[config.mk]
export PLATFORM = sky130hd
export DESIGN_NAME = parity_frame_accumulator
export DESIGN_NICKNAME = d
export VERILOG_FILES = /design/src/rtl/parity_frame_accumulator.sv
export SDC_FILE = /design/constraint.sdc
export NUM_CORES = 1
export LEC_CHECK = 0
export CAP_MARGIN = 5
export CORE_MARGIN = 5
export CORE_UTILIZATION = 38
export DETAILED_ROUTE_END_ITERATION = 10
export HOLD_SLACK_MARGIN = 0.15
export RECOVER_POWER = 25
export SLEW_MARGIN = 20
export SYNTH_ARGS = -nofsm -noshare
export SYNTH_HDL_FRONTEND = slang
export SYNTH_SLANG_ARGS = --single-unit
[constraint.sdc]
create_clock -name clk -period 2.9 [get_ports clk]
set_input_delay 0.29 -clock clk [delete_from_list [all_inputs] [get_ports clk]]
set_output_delay 0.29 -clock clk [all_outputs]
set_load 0.02 [all_outputs]
[src/rtl/parity_frame_accumulator.sv]
// parity_frame_accumulator
// Accumulates per-lane and overall parity over a frame of up to FRAME_LEN
// words received on a valid/ready stream. It presents the frame result on
// a held valid/ready output port.
module parity_frame_accumulator #(
  parameter int WIDTH     = 3,
  parameter int FRAME_LEN = 4,
  localparam int CW       = $clog2(FRAME_LEN + 1)
) (
  input  logic             clk,
  input  logic             rst_n,
  input  logic             in_valid,
  input  logic [WIDTH-1:0] in_data,
  output logic             in_ready,
  input  logic             flush,
  input  logic             odd_mode,
  output logic             out_valid,
  input  logic             out_ready,
  output logic [WIDTH-1:0] out_lane_par,
  output logic             out_par,
  output logic [CW-1:0]    out_count
);

  localparam logic [0:0] ACCUM = 1'b0;
  localparam logic [0:0] HOLD  = 1'b1;

  logic [0:0]       state;
  logic [WIDTH-1:0] acc;
  logic [CW-1:0]    cnt;

  logic             accept;
  logic             close;
  logic [WIDTH-1:0] acc_next;
  logic [CW-1:0]    cnt_next;

  // Both handshake outputs decode straight from the state register,
  // so no input reaches an output combinationally.
  assign in_ready  = (state == ACCUM);
  assign out_valid = (state == HOLD);

  // Work out this edge's accumulator and counter values, and whether the frame closes.
  always_comb begin
    accept   = in_valid && (state == ACCUM);
    acc_next = acc;
    cnt_next = cnt;
    if (accept) begin
      acc_next = acc ^ in_data;
      cnt_next = cnt + CW'(1);
    end
    close = (state == ACCUM) &&
            ((accept && (cnt == CW'(FRAME_LEN - 1))) || flush);
  end

  // Frame state, accumulator and result registers.
  always_ff @(posedge clk or negedge rst_n) begin
    if (!rst_n) begin
      state        <= ACCUM;
      acc          <= '0;
      cnt          <= '0;
      out_lane_par <= '0;
      out_par      <= 1'b0;
      out_count    <= '0;
    end else begin
      case (state)
        ACCUM: begin
          if (close) begin
            // A word accepted on the closing edge is part of the result.
            out_lane_par <= acc_next;
            out_count    <= cnt_next;
            out_par      <= (^acc_next) ^ odd_mode;
            acc          <= '0;
            cnt          <= '0;
            state        <= HOLD;
          end else begin
            acc <= acc_next;
            cnt <= cnt_next;
          end
        end
        HOLD: begin
          if (out_ready) state <= ACCUM;
        end
        default: state <= ACCUM;
      endcase
    end
  end

endmodule

**After elaboration in Yosys (flattened, before gate mapping)**

Index checks and enable logic that the tools add are counted.

- Flip-flop bits (word level): 14
- Bits of input ports: 9
- Output and inout bits: 9
- Logic and storage cells: 24

- $add $sub $neg: 1
- Equality and inequality tests: 1
- Mux-type cells: 7
- Bitwise operators: 3
- Reduce and logical (&&, ||, !) cells: 6

Operators by type and width:

| cell | number |
|---|---|
| 3-bit 2-to-1 mux | 4 |
| 3-bit by 1-bit adder with 3-bit output (second input constant) | 1 |
| 3-bit by 2-bit == test with 1-bit output (second input constant) | 1 |
| 1-bit logical AND | 3 |
| 3-bit parity | 1 |
| 3-bit bitwise XOR | 1 |
| 1-bit 2-to-1 mux | 2 |
| 1-bit one-hot mux with 2 select lines | 1 |
| 2-bit AND reduction | 1 |
| 1-bit logical OR | 1 |
| 1-bit inverter | 1 |
| 1-bit bitwise XOR | 1 |

**Depth between registers and ports, before layout**

Gate-level depths: netlist of the first run.

- Word-level depth: 7
- Mapped depth: 7
- Depth with buffers taken out: 6

**Worst setup path before layout of the first run**

OpenSTA, ideal clock, no wires.

- Path kind: register to register
- Start: register state, in the netlist out_valid
- End: register out_par
- Setup time: 77 ps
- Arrival time: 1425 ps
- Data required time: 2823 ps
- Path slack: 1398 ps
- Stages on the path, launching flop included: 6
- Path buffers: 1
- Period minus slack after synthesis: 1502 ps
- Cell sequence: dfrtp_1 -> buf_4 -> nand3b_4 -> xor2_2 -> xnor3_1 -> a21oi_1

- Cells in the longest elaborated chain, start to end: 6
- Elaborated cells between the ends (all ways): 9
- Classes of those cells: mux (1); bitwise (2); reduce/logical (6)

RTL lines:

| what | RTL line | source |
|---|---|---|
| from (decl) | 27 | `logic [0:0] state;` |
| from (signal assigned) | 57 | `state <= ACCUM;` |
| from (signal assigned) | 73 | `state <= HOLD;` |
| from (signal assigned) | 80 | `if (out_ready) state <= ACCUM;` |
| 1-bit inverter (no line) * | -- |  |
| parallel branches: the longest is 5 deep, another holds 3-bit 2-to-1 mux | -- |  |
| to (signal assigned) | 70 | `out_par <= (^acc_next) ^ odd_mode;` |
| to (decl) | 20 | `output logic out_par,` |

Mark *: on every way between the ends.
A chain may end at the register's enable or synchronous reset.

**Worst setup path in the final report of the first run**

- Start: register cnt[1]
- End: register out_count[1]

- Cells in the longest elaborated chain, start to end: 5
- Elaborated cells between the ends (all ways): 7
- Classes of those cells: add/sub (1); eq/ne (1); mux (1); reduce/logical (4)

RTL lines:

| what | RTL line | source |
|---|---|---|
| from (decl) | 29 | `logic [CW-1:0] cnt;` |
| from (signal assigned) | 76 | `cnt <= cnt_next;` |
| parallel branches: the longest is 5 deep, another holds 3-bit by 1-bit adder with 3-bit output | -- |  |
| to (signal assigned) | 69 | `out_count <= cnt_next;` |
| to (decl) | 21 | `output logic [CW-1:0] out_count` |

Parallel ways; which one is timed is not known.

==> results.py, run 1 <==
metrics = {
    "drt": {
        "drc": 0,
        "wl_um": 1460,
        "drt_iter0_drc": 7,
        "wl_per_cell_um": 12.2,
        "antenna_left": 0,
        "first_pass_iters": 4,
        "drt-vias-per-instance": 4.80,
        "vias": 576,
    },
    "critical_path": {
        "critPathLaunchType": "flip-flop",
        "cp_data_arrival_time_ns": 2.07,
        "cp.required_ns": 3.10,
        "worstSetupEndpointType": "flip-flop",
        "cp_max_fo": 15,
        "crit_type": "reg2reg",
    },
    "synthesis": {
        "ys_seq_elements": 14,
        "yosys.area_share.xor_xnor_pct": 12.2,
        "synth_mux_area_share_pct": 5.67,
        "synth_fa_ha_area_share_pct": 3.33,
        "ys_types": 23,
        "synth_cells": 74,
        "syn_area_per_cell_um2": 10.1,
        "synth_nets": 85,
        "synth_simple_gate_area_share_pct": 14.0,
        "syn-cell-area_um2": 751,
        "synth_compound_area_share_pct": 14.5,
        "synth_top_family_by_area": "compound AO/OA/AOI/OAI gates",
        "ys_warn_count": 0,
        "yosysSeqAreaShare_pct": 46.7,
    },
    "die": {
        "io_pins": 18,
        "die_y_um": 54.4,
        "die_w_um": 54.4,
        "core_area_um2": 1920,
        "rows": 16,
        "initial_core_util_pct": 39.1,
        "die_area_um2": 2960,
    },
    "sta": {
        "min_period_ns": 1.87,
        "final.setup.tns_ns": 0,
        "worst_pin_slew_ns": 0.875,
        "relSlewSlack_pct": 41.4,
        "slew_viol_final": 0,
        "fin_crit_sh_pct": 64.4,
        "skew_ns": 0.00276,
        "hold_viol": 0,
        "grt_setup_unrepaired": "no",
        "fmax_mhz": 535,
        "setup_violations": 0,
    },
    "clock_network": {
        "clock-root-buffer": "clkbuf_4",
        "cts_tree": "yes",
        "cts_resized": 0,
        "cts_num_sinks": 14,
        "cts_hold_buf": 0,
        "cts_made_buffers": 3,
        "cts_htree_levels": 1,
        "cts_buffer_depth": 2,
        "post_cts_buffers": 0,
        "clkSlewWorstSetupHoldPaths_ns": 0.09,
        "clk_latency_ns": 0.27,
    },
    "finish": {
        "finalNonFillerCells": 120,
        "area_growth_pct": 30.3,
        "nets": 105,
        "antenna_cells": 0,
        "drive_above_1_share_pct": 10.8,
    },
    "grt": {
        "overflow": 0,
        "grtUsageTotal_pct": 11.0,
        "antenna_found_initial": 0,
        "grt_max_degree": 16,
        "first_global_vias": 553,
        "grt_pass1_wl_um": 2320,
    },
    "run": {
        "drv_cap": 0,
    },
    "outcome": {
        "outcome": "finished, final reports clean",
    },
    "power_and_ir_drop": {
        "power_density_nw_per_um2": 834,
        "peakVddDrop_mv": 0.388,
        "power.leakage_nw": 0.414,
    },
    "worst_hold_path": {
        "hold_class": "in2async",
    },
    "placement": {
        "place_inst": 116,
        "gp_congestion": 0.731,
        "io_buffers": 17,
        "hpwl_um": 1150,
    },
}
-- report_power, final --
group / internal [mW] / switching (mW) / total (mW) / leakage (nW)
clock network: 0.0762 / 0.0651 / 0.141 / 0.0210
logic: 0.186 / 0.170 / 0.356 / 0.222
registers: 0.264 / 0.0544 / 0.319 / 0.170
-- cells in the final DEF (no fill, tap or decap) --
| cell type | count |
|---|---|
| nand3b_4 | 1 |
| nor2_2 | 1 |
| nand2_1 | 6 |
| clkbuf_8 | 1 |
| ha_1 | 2 |
| clkdlybuf4s50_1 | 16 |
| dfrtp_1 | 14 |
| xor2_1 | 3 |
| xnor2_1 | 3 |
| mux2_2 | 2 |
| o31ai_1 | 2 |
| inv_1 | 4 |
| xnor3_1 | 1 |
| dlygate4sd3_1 | 1 |
| a21oi_1 | 8 |
| o41ai_1 | 1 |
| a32oi_1 | 1 |
| nor2_1 | 11 |
| mux2i_1 | 2 |
| clkbuf_4 | 3 |
| o21ai_0 | 6 |
| a31oi_1 | 1 |
| nand2b_1 | 1 |
| and2b_2 | 1 |
| xor2_2 | 1 |
-- metrics by stage --
stage / cell area (um2) / power (mW) / hold WS (ns) / util, % / setup WS (ns)
after floorplan: 751 / 0.540 / -0.00559 / - / 1.40
after global placement: 942 / 0.684 / 0.515 / 49.0 / 0.960
after detailed placement: 942 / 0.684 / 0.523 / 49.0 / 0.852
after CTS: 978 / 0.825 / 0.429 / 50.9 / 1.01
after global routing: 978 / 0.874 / 0.516 / 50.9 / 0.795
final: 978 / 0.816 / 0.474 / 50.9 / 1.03
-- flip-flops by register name, summed over array words and instances, names as in the netlist --
| signal | count |
|---|---|
| out_lane_par | 3 |
| out_valid | 1 |
| out_par | 1 |
| out_count | 3 |
| cnt | 3 |
| acc | 3 |
-- per-layer routing --
metal	global-route usage [%]	vias to the layer above	share of wire, %
li1	-	289	-
met1	14.1	278	48
met2	18.3	9	47
met3	3.00	0	4.7
met4	2.49	0	0
met5	0	-	0
-- layout make-up --
cell class | instances | area, um2
Fill cell | 191 | 943
Multi-Input combinational cell | 54 | 373
Inverter | 4 | 15.0
Tap cell | 27 | 33.8
Timing Repair Buffer | 17 | 170
Clock buffer | 4 | 36.3
Sequential cell | 14 | 350
-- synthesized netlist by cell type --
| master | n | area share, % |
|---|---|---|
| dfrtp_1 | 14 | 47 |
| nor2_1 | 11 | 5.5 |
| a21oi_1 | 8 | 5.3 |
| nand2_1 | 6 | 3.0 |
| o21ai_0 | 6 | 4.0 |
| inv_1 | 4 | 2.0 |
| xnor2_1 | 3 | 3.5 |
| xor2_1 | 3 | 3.5 |
| ha_1 | 2 | 3.3 |
| mux2_2 | 2 | 3.0 |
| mux2i_1 | 2 | 2.7 |
| o31ai_1 | 2 | 2.0 |
| a31oi_1 | 1 | 0.83 |
| a32oi_1 | 1 | 1.2 |
| and2b_2 | 1 | 1.2 |
| buf_2 | 1 | 0.67 |
| buf_4 | 1 | 1.0 |
| nand2b_1 | 1 | 0.83 |
| nand3b_4 | 1 | 2.7 |
| nor2_2 | 1 | 0.83 |
| o41ai_1 | 1 | 1.2 |
| xnor3_1 | 1 | 3.0 |
| xor2_2 | 1 | 2.2 |
-- kinds of logic (layout without fill, tap and decap cells) --
kind of cell,Yosys count,after routing
simple gates,21,21
compound gates,19,19
fa+ha+maj,2,2
xor+xnor,8,8
flops,14,14
mux,4,4
buf+inv,6,25
-- critical path, cell delays in order (launching register included) --
cell and delay (ns):
dfrtp_1 0.40, ha_1 0.16, ha_1 0.22, a21oi_1 0.10
nor2_1 0.68, nor2_1 0.08, a31oi_1 0.16
-- path summary, 6_finish.rpt --
path                            cells after the start             from              end  slack (ns)
worst max-delay path                                6           cnt[1]     out_count[1]        1.03
worst min-delay path                                1            rst_n           cnt[0]        0.47
worst max register to register                      6           cnt[1]     out_count[1]        1.03
worst min register to register                      2  out_lane_par[0]  out_lane_par[0]        0.53
max in group asynchronous                           1            rst_n           cnt[2]        2.01
min in group clk                                    2  out_lane_par[0]  out_lane_par[0]        0.53
No activity file was read; power rests on OpenSTA's default activity.
==> inputs of run 2 (changes only) <==
PLACE_DENSITY = 0.66   (was not set)
clock period = 1.5 ns   (was 2.9 ns; I/O delays follow)
==> results.py, run 2 (synthesized netlist as in run 1, its figures left out) <==
metrics = {
    "drt": {
        "vias": 620,
        "wl_um": 1670,
        "wl_per_cell_um": 12.5,
        "drt-vias-per-instance": 4.63,
        "drc": 0,
        "antenna_left": 0,
        "first_pass_iters": 2,
        "drt_iter0_drc": 2,
    },
    "worst_hold_path": {
        "whs_path_depth": 2,
        "hp-start": "out_ready",
        "hold_class": "in2reg",
        "holdPathEnd": "out_valid",
    },
    "clock_network": {
        "cts_num_sinks": 14,
        "cts_made_buffers": 3,
        "cts_tree": "yes",
        "clkSlewWorstSetupHoldPaths_ns": 0.08,
        "clock-root-buffer": "clkbuf_4",
        "clk_latency_ns": 0.28,
        "cts_buffer_depth": 2,
        "cts_htree_levels": 1,
    },
    "grt": {
        "overflow": 0,
        "grt_pass1_wl_um": 2610,
        "grt_max_degree": 16,
        "grtUsageTotal_pct": 12.4,
        "first_global_vias": 620,
        "antenna_found_initial": 0,
    },
    "critical_path": {
        "path_cells": "clkdlybuf4s50_1 -> buf_4 -> nand3b_4 -> xor2_2 -> xnor3_1 -> a21oi_1",
        "crit_type": "in2reg",
        "r2r_setup_slack_ns": 0.10,
        "cp.depth": 6,
        "max_stage_delay_ns": 0.51,
        "cp.required_ns": 1.71,
        "cp_slowest_cell": "clkdlybuf4s50_1",
        "r2r_start": "cnt[0]",
        "worstSetupEndpointType": "flip-flop",
        "cp_num_buf_inv": 2,
        "r2r-end": "out_count[0]",
        "cp_data_arrival_time_ns": 1.61,
        "critPathLaunchType": "primary input",
        "rr_worst_depth": 6,
        "path_delay_family": "buffers and inverters",
        "cp_max_fo": 5,
    },
    "die": {
        "die_w_um": 54.4,
        "io_pins": 18,
        "die_y_um": 54.4,
        "rows": 16,
        "initial_core_util_pct": 39.1,
        "core_area_um2": 1920,
        "die_area_um2": 2960,
    },
    "power_and_ir_drop": {
        "peakVddDrop_mv": 0.647,
        "power.leakage_nw": 0.486,
        "power_density_nw_per_um2": 1520,
    },
    "sta": {
        "hold_viol": 0,
        "fmax_mhz": 711,
        "relSlewSlack_pct": 47.9,
        "final.setup.tns_ns": 0,
        "skew_ns": 0.000992,
        "worst_pin_slew_ns": 0.781,
        "slew_viol_final": 0,
        "setup_violations": 0,
        "fin_crit_sh_pct": 93.8,
        "hold_ws_ns": 0.418,
        "min_period_ns": 1.41,
    },
    "finish": {
        "drive_above_1_share_pct": 25.2,
        "area_growth_pct": 45.8,
        "mostFrequentLayoutCells": "14 x clkdlybuf4s50_1, 13 x dfrtp_1, 12 x buf_4, 10 x nor2_1, 7 x a21oi_1",
        "antenna_cells": 0,
        "nets": 119,
        "mostFrequentLayoutCell": "clkdlybuf4s50_1",
        "filler_cell_count": 175,
    },
    "placement": {
        "hpwl_um": 1280,
        "io_buffers": 17,
        "gp_congestion": 0.739,
    },
    "outcome": {
        "outcome": "finished, final reports clean",
    },
    "run": {
        "drv_cap": 0,
    },
}
## run 2: cell count changes in the layout (fill, tap and decap cells not counted), sizes merged
cell           previous run  this run
buf                       0        12
clkbuf                    4         6
clkdlybuf4s50            16        14
dlygate4sd2               0         2
## run 2: report_power, final
part | internal, mW | switching [mW]
logic | 0.418 | 0.367
clock network | 0.148 | 0.123
registers | 0.511 | 0.0998
total | 1.08 | 0.590
## run 2: layer usage
metal  global-route usage, %  vias to the layer above  share of wire, %  wire length, um
met5                       0                        -                 0                0
met1                    14.3                      291                47              790
met3                    2.45                        2               2.3               39
met2                    21.7                        8                49              825
met4                    6.22                        0               1.1               19
li1                        -                      319                 -                -
## run 2: final cells by class
type                       instances  area, um2  area share [%]
clock buffer                       4       36.3            3.31
inverter                           4       15.0            1.37
multi-input combinational         54        392            35.8
sequential                        14        352            32.1
tap                               27       33.8            3.09
timing repair buffer              31        267            24.3
## run 2: worst max path at each step
stage / startpoint / endpoint / slack, ns
final: in_valid / out_par / 0.09
after global routing: cnt[0] / out_count[2] / -0.01
after CTS: cnt[0] / out_count[0] / 0.007
after detailed placement: cnt[1] / out_count[0] / -0.23
after global placement: in_valid / out_count[1] / -0.17
after floorplan: out_valid / out_par / 0.02
## run 2: stage by stage
| step | setup slack (ns) | util [%] | instances | cell area, um2 | total power [mW] |
|---|---|---|---|---|---|
| final | 0.0935 | 57.0 | 134 | 1090 | 1.67 |
| after global routing | -0.0137 | 57.0 | 134 | 1090 | 1.78 |
| after CTS | 0.00683 | 55.9 | 132 | 1070 | 1.67 |
| after detailed placement | -0.233 | 53.8 | 128 | 1030 | 1.40 |
| after global placement | -0.172 | 53.8 | 128 | 1030 | 1.38 |
| after floorplan | 0.0154 | - | 74 | 752 | 1.05 |
## run 2: timing repair
| action | CTS | global route |
|---|---|---|
| hold buffers | 0 | 0 |
| setup endpoints to repair | 10 | 8 |
| gates resized for setup | 4 | 2 |
| setup buffers | 0 | 2 |
==> RTL edit: new RTL, settings of run 1 <==
Register the input `odd_mode` before use. The logic sees it one clock later. The other inputs are not delayed to match.
--- a/src/rtl/parity_frame_accumulator.sv
+++ b/src/rtl/parity_frame_accumulator.sv
@@ -24,4 +24,10 @@
   localparam logic [0:0] ACCUM = 1'b0;
   localparam logic [0:0] HOLD  = 1'b1;
+
+  logic odd_mode_q;
+
+  always_ff @(posedge clk) begin
+    odd_mode_q <= odd_mode;
+  end
 
   logic [0:0]       state;
@@ -68,5 +74,5 @@
             out_lane_par <= acc_next;
             out_count    <= cnt_next;
-            out_par      <= (^acc_next) ^ odd_mode;
+            out_par      <= (^acc_next) ^ odd_mode_q;
             acc          <= '0;
             cnt          <= '0;
Formal check against the unedited RTL: not equivalent (Yosys sat finds a counterexample within 4 cycles, from zero or initial values and one cycle with rst_n low).
==> RTL edit against run 1 <==
Cell area increased by 1.2%; sequential cell count increased by 1; via count increased by 1.9%; power decreased by 7.4%; worst setup slack improved by 0.0057 ns; die area increased by 3.8%; wire length increased by 3.4%; area after synthesis increased by 4.7%; sequential power about the same.
==> RTL edit: results (changes against run 1) <==
stage,metric,value,unit,change
outcome,outcome,finished clean,,unchanged
global_route,M1 GR Usage,12.3,%,was 14.1%
sta,final worst slack,1.04,ns,was 1.03 ns
synth,sequential area share after synthesis,47.1,%,was 46.7%
global_route,first-pass GRT wire length,2.68,mm,was 2.32 mm
global_route,GR Util met3,2.80,%,was 3.00%
place,routability cong.,0.778,,was 0.731
synth,Synth cell types,24,,was 23
setup_path,Crit path largest cell delay,0.64,ns,was 0.68 ns
synth,syn nets,88,,was 85
pwr,Static Leak,0.425,nW,was 0.414 nW
setup_path,FF-to-FF Start,cnt[0],,was cnt[1]
final_layout,number of diodes,0,,unchanged
global_route,vias in the first global route,601,,was 553
global_route,met2 usage in global routing,18.8,%,was 18.3%
routing,vias per std cell,4.81,,was 4.80
final_layout,share of cells above drive strength 1,10.5,%,was 10.8%
routing,DRT Pass-1 Iters,2,,was 4
place,DP Wirelength,1.19,mm,was 1.15 mm
sta,slew of the pin with the lowest slew margin,0.833,ns,was 0.875 ns
synth,"Async S/R FF share, synth",93.3,%,was 100%
routing,Routed wire per std cell,12.4,um,was 12.2 um
final_layout,final net count,107,,was 105
setup_path,crit-path max FO,15,,unchanged
clocking,clk buf depth,2,,unchanged
place,pre-CTS setup slack,0.869,ns,was 0.852 ns
synth,largest cells by area after synthesis,"dfrtp_1, nor2_1, a21oi_1",,unchanged
sta,clk_skew,0.00529,ns,was 0.00276 ns
setup_path,Worst setup SP type,register,,unchanged
pwr,Max VDD drop,0.421,mV,was 0.388 mV
pwr,Sw Ratio,35.6,%,was 35.5%
synth,commonest cells in the netlist,"dfrtp_1, nor2_1, a21oi_1, o21ai_0, nand2_1",,"was dfrtp_1, nor2_1, a21oi_1, nand2_1, o21ai_0"
global_route,Global Route Usage Sum,11.0,%,about the same
## RTL edit: critical path, delay by kind of cell (launching register included)
| family | cells | cell delay (ns) |
|---|---|---|
| DFF | 1 | 0.38 |
| and+or+nand+nor | 2 | 0.74 |
| AOI/OAI and AO/OA | 2 | 0.27 |
| adders and majority gates | 2 | 0.39 |
## RTL edit: cell type report
type / count / area [um2]
Fill cell: 203 / 972
Multi-Input combinational cell: 57 / 380
Sequential cell: 15 / 370
Timing Repair Buffer: 17 / 170
Tap cell: 27 / 33.8
Clock buffer: 3 / 22.5
Inverter: 2 / 7.51
Clock inverter: 1 / 5.00
## RTL edit: worst min path at each step
stage | startpoint | end | slack, ns | depth (start not counted)
after floorplan | rst_n | acc[0] | -0.006 | 0
after global placement | out_count[2] | out_count[2] | 0.52 | 2
after detailed placement | out_lane_par[2] | out_lane_par[2] | 0.52 | 2
after CTS | rst_n | out_count[1] | 0.41 | 1
after global routing | rst_n | cnt[1] | 0.51 | 1
final | rst_n | out_count[1] | 0.47 | 1
## RTL edit: logic make-up (layout without fill, tap and decap cells)
group | after synthesis | after routing | synth area share (%)
simple gates | 25 | 25 | 16.1
compound gates | 19 | 19 | 13.4
flops | 15 | 15 | 47.1
xor+xnor | 8 | 8 | 11.6
buf+inv | 5 | 23 | 4.46
mux | 3 | 3 | 4.14
fa+ha+maj | 2 | 2 | 3.18
## RTL edit: layer usage
layer / up-vias / wire (um)
met5: - / 0
met4: 0 / 40
met3: 4 / 42
met2: 8 / 777
met1: 281 / 652
li1: 294 / -
## RTL edit: power groups by stage
| stage | clock network (mW) | logic, mW | registers, mW |
|---|---|---|---|
| after detailed placement | 0 | 0.322 | 0.325 |
| after global routing | 0.137 | 0.350 | 0.327 |
| after CTS | 0.126 | 0.323 | 0.320 |
| after floorplan | 0 | 0.155 | 0.365 |
| after global placement | 0 | 0.319 | 0.324 |
| final | 0.121 | 0.316 | 0.318 |
## RTL edit: per-stage QoR
step / instances / area, um2
4_1_cts: 122 / 990
5_1_grt: 122 / 990
3_5_place_dp: 118 / 962
2_1_floorplan: 77 / 786
3_3_place_gp: 118 / 962
6_report: 122 / 990
